==> config.mk <==
export PLATFORM = sky130hd
export DESIGN_NAME = mem_stage_bus_ctrl
export DESIGN_NICKNAME = d
export VERILOG_FILES = /design/src/rtl/mem_stage_bus_ctrl.sv
export SDC_FILE = /design/constraint.sdc
export NUM_CORES = 1
export LEC_CHECK = 0
export ABC_AREA = 1
export CAP_MARGIN = 10
export CORE_MARGIN = 8
export CORE_UTILIZATION = 42
export CTS_BUF_LIST = sky130_fd_sc_hd__clkbuf_2 sky130_fd_sc_hd__clkbuf_4 sky130_fd_sc_hd__clkbuf_8
export CTS_CLUSTER_SIZE = 20
export DETAILED_ROUTE_END_ITERATION = 8
export HOLD_SLACK_MARGIN = 0.12
export PLACE_DENSITY = 0.85
export SYNTH_ARGS = -nofsm -noshare
export SYNTH_HDL_FRONTEND = slang
export SYNTH_SLANG_ARGS = --single-unit
==> constraint.sdc <==
create_clock -name clk -period 1.85 [get_ports clk]
set_clock_uncertainty 0.15 [all_clocks]
set_input_delay 0.185 -clock clk [delete_from_list [all_inputs] [get_ports clk]]
set_output_delay 0.185 -clock clk [all_outputs]
set_load 0.02 [all_outputs]
==> src/rtl/mem_stage_bus_ctrl.sv <==
// MIPS memory-access stage: issues loads/stores to the shared data memory,
// hands the bus to DMA over HOLD/HLDA and stalls the pipeline while it waits.
module mem_stage_bus_ctrl #(
   parameter int DATA_W = 32,
   parameter int ADDR_W = 15
) (
   input  logic              clk,
   input  logic              rst,
   input  logic              valid_in,
   input  logic              mem_read_in,
   input  logic              mem_write_in,
   input  logic [2:0]        wb_control_in,
   input  logic [DATA_W-1:0] alu_result_in,
   input  logic [DATA_W-1:0] store_data_in,
   input  logic [4:0]        rd_in,
   input  logic [14:0]       pc_in,
   input  logic              hold,
   output logic              hlda,
   output logic [ADDR_W-1:0] mem_addr,
   output logic [DATA_W-1:0] mem_wdata,
   output logic              mem_we,
   output logic              mem_re,
   input  logic [DATA_W-1:0] mem_rdata,
   output logic              stall,
   output logic [2:0]        control_out,
   output logic [DATA_W-1:0] mem_data_out,
   output logic [DATA_W-1:0] alu_output_out,
   output logic [4:0]        rd_out,
   output logic [14:0]       pc_out
);

   localparam logic [1:0] ST_RUN       = 2'd0;
   localparam logic [1:0] ST_LOAD_WAIT = 2'd1;
   localparam logic [1:0] ST_DMA_GRANT = 2'd2;

   logic [1:0]        state_q, state_d;
   logic              hlda_q, hlda_d;
   logic [2:0]        ctrl_q, ctrl_d;
   logic [DATA_W-1:0] alu_q, alu_d;
   logic [4:0]        rd_q, rd_d;
   logic [14:0]       pc_q, pc_d;

   // Next-state, load capture and all combinational bus / MEM-WB outputs.
   always_comb begin
      state_d        = state_q;
      hlda_d         = 1'b0;
      ctrl_d         = ctrl_q;
      alu_d          = alu_q;
      rd_d           = rd_q;
      pc_d           = pc_q;
      hlda           = 1'b0;
      mem_addr       = '0;
      mem_wdata      = '0;
      mem_we         = 1'b0;
      mem_re         = 1'b0;
      stall          = 1'b0;
      control_out    = 3'b000;
      mem_data_out   = '0;
      alu_output_out = '0;
      rd_out         = 5'd0;
      pc_out         = 15'd0;
      if (rst) begin
         state_d = ST_RUN;
      end else begin
         hlda = hlda_q;
         case (state_q)
            ST_RUN: begin
               mem_addr  = alu_result_in[ADDR_W+1:2];
               mem_wdata = store_data_in;
               // A DMA request wins over whatever sits in EX/MEM; it is replayed later.
               if (hold) begin
                  stall   = 1'b1;
                  hlda_d  = 1'b1;
                  state_d = ST_DMA_GRANT;
               end else if (valid_in && mem_read_in) begin
                  mem_re  = 1'b1;
                  stall   = 1'b1;
                  ctrl_d  = wb_control_in;
                  alu_d   = alu_result_in;
                  rd_d    = rd_in;
                  pc_d    = pc_in;
                  state_d = ST_LOAD_WAIT;
               end else if (valid_in) begin
                  mem_we         = mem_write_in;
                  control_out    = wb_control_in;
                  alu_output_out = alu_result_in;
                  rd_out         = rd_in;
                  pc_out         = pc_in;
               end else begin
                  stall = 1'b0;
               end
            end
            ST_LOAD_WAIT: begin
               mem_addr       = alu_result_in[ADDR_W+1:2];
               mem_wdata      = store_data_in;
               mem_data_out   = mem_rdata;
               control_out    = ctrl_q;
               alu_output_out = alu_q;
               rd_out         = rd_q;
               pc_out         = pc_q;
               state_d        = ST_RUN;
            end
            ST_DMA_GRANT: begin
               stall = 1'b1;
               if (hold) begin
                  hlda_d = 1'b1;
               end else begin
                  state_d = ST_RUN;
               end
            end
            default: begin
               state_d = ST_RUN;
            end
         endcase
      end
   end

   // State, grant and captured-load registers.
   always_ff @(posedge clk) begin
      if (rst) begin
         state_q <= ST_RUN;
         hlda_q  <= 1'b0;
         ctrl_q  <= 3'b000;
         alu_q   <= '0;
         rd_q    <= 5'd0;
         pc_q    <= 15'd0;
      end else begin
         state_q <= state_d;
         hlda_q  <= hlda_d;
         ctrl_q  <= ctrl_d;
         alu_q   <= alu_d;
         rd_q    <= rd_d;
         pc_q    <= pc_d;
      end
   end

endmodule

======== Word-level counts from Yosys, hierarchy flattened ========
Index checks and enable logic that the tools add are counted.
W data, S select, Z words.
operators by class
  bitwise gates (word level) .............. 2
  equality and inequality tests ........... 4
  muxes and demuxes ....................... 44
  reduce and logical (&&, ||, !) cells .... 7
operator list
  cell                  number
  $mux W32              8
  $mux W15              6
  $pmux W32 S2          1
  $pmux W15 S2          1
  $mux W5               4
  $mux W1               13
  $mux W3               4
  $pmux W5 S2           1
  $mux W2               3
  $pmux W3 S2           1
  $reduce_or A2 Y1      3
  $pmux W2 S2           1
  $ne A3 B3 Y1 const B  1
  $reduce_and A3 Y1     1
  $eq A2 B1 Y1 const B  1
  $eq A2 B2 Y1 const B  1
  $logic_not A2 Y1      1
  $ne A2 B2 Y1 const B  1
  $not A1 Y1            2
  $pmux W1 S2           1
  $reduce_and A2 Y1     1
  $logic_and A1 B1 Y1   1
word-level totals
  bits of input ports ..................... 125
  flip-flop bits (word level) ............. 58

======== Longest topological paths before layout ========
  depth in word-level cells ............... 5
  mapped depth ............................ 7
  gate-level depth less buffers ........... 5

======== Worst setup path before layout ========
Ideal clock, no wire load.
  path type ............................... register -> output
  start ................................... register state_q[0]
  end ..................................... output port alu_output_out[25]
  slack ................................... 238 ps
  arrival time ............................ 1277 ps
  cell stages (with the launch flop) ...... 7
  cell sequence ........................... dfxtp_1 > buf_4 > nor2_4 > buf_4 > buf_4 > nand3_1 > a21oi_1
between the ends
  cells in the longest elaborated chain, start to end .. 3
  elaborated cells between the ends (all ways) .. 4
  those cells by class .................... 1 x eq/ne; 2 x mux; 1 x reduce/logical
RTL lines
  element                                                  line  source
  start: declaration                                       36    logic [1:0] state_q, state_d;
  start signal: assignment                                 128   state_q <= state_d;
  $eq A2 B1 Y1 / $logic_not A2 Y1 (equally long branches)  66    case (state_q)
  $pmux W32 S2 (*)                                         66
  $mux W32 (*)                                             62    if (rst) begin
  end: declaration                                         27    output logic [DATA_W-1:0] alu_output_out,
Mark *: on every way between the ends. The rest lies on a longest branch, timed or not.

======== Worst setup path in the final report ========
  start ................................... register state_q[0]
  end ..................................... output port alu_output_out[0]
The elaborated chain is that of the path after synthesis.

==> impl_metrics.yaml <==
run_status:
  status: "finished, violations left"
  violations: "setup timing"
global_route:
  grt-ovfl-total: 0
  grt_pass1_wl_mm: 31.5
  grt_pass1_vias: 6080
  antenna_found_initial: 0
  grt.total_usage: 0.268
  grt_max_degree: 71
hold_path:
  hold_class: "in -> reg"
  whs_path_depth: 3
  holdCritStartpoint: "rst"
critical_path:
  crit_slowest_cell: "dfxtp_2"
  arrival_ns: 1.73
  reg2reg_slack_ns: 0.10
  cp.required_ns: 1.51
  regToRegEndpoint: "alu_q[5]"
  endpoint: "alu_output_out[0]"
  crit_type: "reg -> out"
  worstPathMaxFanout: 7
  worstPathCellList: "buf_6 > nor2_4 > buf_12 > buf_12 > buf_6 > nand3_2 > a21oi_2 > buf_6"
  reg2reg_depth: 10
  path_common_cell: "buf_6"
  max_stage_delay_ns: 0.34
  start_kind: "flop"
  worstSetupEndpointType: "output pin"
  cp-startpoint: "state_q[0]"
  r2r-start: "state_q[0]"
cells_and_area:
  fillers: 708
  regArea_um2: 1170
  multi_input_area_um2: 3010
  drive_gt1_frac: 0.303
  fin_util: 0.801
  diodes: 0
  final_nets: 1223
  area_delta_synth_final_pct: 85.2
detailed_routing:
  vias: 6425
  first_pass_iters: 5
  vias_per_cell: 5.19
  wl_mm: 21.1
  drtIter0Drc: 699
  top_layer_used: "met4"
  wl_met1_mm: 8.19
  wire_per_inst_um: 17.1
  met2_wirelength_mm: 10.3
  wl_met3_mm: 2.01
  drc: 0
  final_antenna_net_count: 0
cts:
  clock-sinks: 58
  ctsLongestPathBuffers: 2
  ctsHtreeMaxLevel: 3
  holdBufCountCts: 0
  cts_tree: "yes"
  cts.clk_slew.worst_paths_ns: 0.07
  clock_latency_ns: 0.34
  cts_buffers: 9
  cts-root-buf: "clkbuf_8"
synth:
  synth_area_um2: 4460
  syn_nets: 934
  ys_seq_area_frac: 0.260
  netlist_instances: 809
  ys_ff_latch: 58
  synth_cell_types: 13
  synth_warnings: 0
  synth_area_per_cell_um2: 5.52
floorplan:
  design.die.area_um2: 14200
  die_y_um: 119
  rows: 37
  io_pins: 263
  fp.coreArea_um2: 10300
  die_x_um: 119
  initial_core_util: 0.432
placed_design:
  place_hpwl_mm: 13.3
  routabilityCongestion: 0.867
  pre_cts_ws_ns: -0.520
  port_buffers: 262
power_and_ir_drop:
  power_density_nw_per_um2: 511
  p_leak_uw: 0.00389
  ir_drop_mv: 0.340
  p_total_uw: 4230
timing:
  fmax_mhz: 483
  finalCritPeriodShare: 1.12
  min_period_ns: 2.07
  slew_viol_final: 0
  hold_viol_final: 0
  tightest_slew_ns: 0.411
  rsz0062_at_grt: "yes"
  final-setup-viol-count: 57
  max_slew_margin: 0.726
  setup_ws_ns: -0.220
run:
  maxCapViolations: 0
==> layout by cell type (no fill, tap or decap) <==
cell type        netlist  routed
nand3b_1              40      40
nand2_1              233     233
dfxtp_1               58      56
bufbuf_16              0       1
clkdlybuf4s50_1        0     123
inv_2                  0       2
inv_1                 76      73
clkbuf_2               0      28
a21oi_1              112      72
dfxtp_4                0       1
buf_12                 0      19
a21oi_4                0       2
clkbuf_8               0      12
nor2_4                 2       7
inv_4                  0       1
nand3_1               71      52
bufinv_16              0       2
nand3_4                0       3
clkinvlp_4             0       1
clkbuf_16              0       5
buf_8                  0       3
a21oi_2                0      38
buf_16                 0       1
buf_6                  0      45
clkdlybuf4s15_2        0       2
dfxtp_2                0       1
nor2_2                 0      17
buf_4                 11     101
nand3_2                0      16
nor2_1               142     120
clkinv_2               0       1
buf_2                 35      25
==> report_power, final <==
| group | leakage, uW | switching (uW) | internal (uW) |
|---|---|---|---|
| clock | 0.000119 | 543 | 867 |
| combinational | 0.00329 | 743 | 731 |
| sequential | 0.000474 | 33.9 | 1310 |
| total | 0.00389 | 1320 | 2910 |
==> sequential cells by signal (all words and copies together), names as in the netlist <==
| register | flops |
|---|---|
| ctrl_q | 3 |
| state_q | 2 |
| rd_q | 5 |
| hlda_q | 1 |
| pc_q | 15 |
| alu_q | 32 |
==> worst min-delay path by stage <==
| stage | slack, ns | to |
|---|---|---|
| floorplan | 0.17 | hlda_q |
| global placement | 0.31 | alu_q[5] |
| detailed placement | 0.32 | alu_q[18] |
| CTS | 0.20 | state_q[0] |
| global route | 0.25 | state_q[0] |
| finish | 0.24 | state_q[0] |
==> stage by stage <==
stage	cell area [um^2]	cells	hold slack, ns	TNS, ns
after floorplan	4460	809	0.170	0
after global placement	7460	1185	0.310	-29.65
after detailed placement	7460	1185	0.319	-31.89
after CTS	7840	1225	0.202	-8.94
after global routing	8270	1239	0.255	-11.80
final	8270	1239	0.244	-7.16
==> cell type report <==
| class | instances | share of cell area |
|---|---|---|
| clock inverters | 4 | 0.00878 |
| multi-input cells | 600 | 0.364 |
| well taps | 136 | 0.0206 |
| inverters | 76 | 0.0348 |
| repair buffers | 353 | 0.411 |
| clock buffers | 12 | 0.0200 |
| flip-flops and latches | 58 | 0.141 |
==> metal layers <==
| metal | up-vias | global-route usage |
|---|---|---|
| met5 | - | 0 |
| met3 | 53 | 0.0983 |
| met1 | 2960 | 0.305 |
| li1 | 3099 | - |
| met2 | 313 | 0.458 |
| met4 | 0 | 0.0822 |
==> critical path: cells and delay by family (launching register included) <==
family,cells,cell delay [ns]
flip-flops,1,0.34
AO/OA/AOI/OAI,1,0.19
AND/OR/NAND/NOR,2,0.21
buffers and inverters,5,0.65
==> cells by family (layout without fill, tap and decap cells) <==
family,after synthesis,after routing,synth area share
buffers and inverters,151,445,0.147
AND/OR/NAND/NOR,488,488,0.467
flip-flops,58,58,0.260
AO/OA/AOI/OAI,112,112,0.126
==> synthesized netlist by cell type (all sizes together) <==
| master | number | area [um^2] |
|---|---|---|
| clkbuf | 28 | 109 |
| a21oi | 112 | 561 |
| nand2 | 233 | 875 |
| nand3b | 40 | 300 |
| buf | 47 | 262 |
| inv | 76 | 285 |
| nor2 | 144 | 556 |
| dfxtp | 58 | 1160 |
| nand3 | 71 | 355 |
==> what timing repair did <==
action,in CTS,in global routing
endpoints found under the hold margin,0,0
pin swaps,13,19
gates cloned,5,6
gates resized for setup,567,168
setup endpoints to repair,135,134
setup buffers,19,11
No activity file was read; power rests on OpenSTA's default activity.
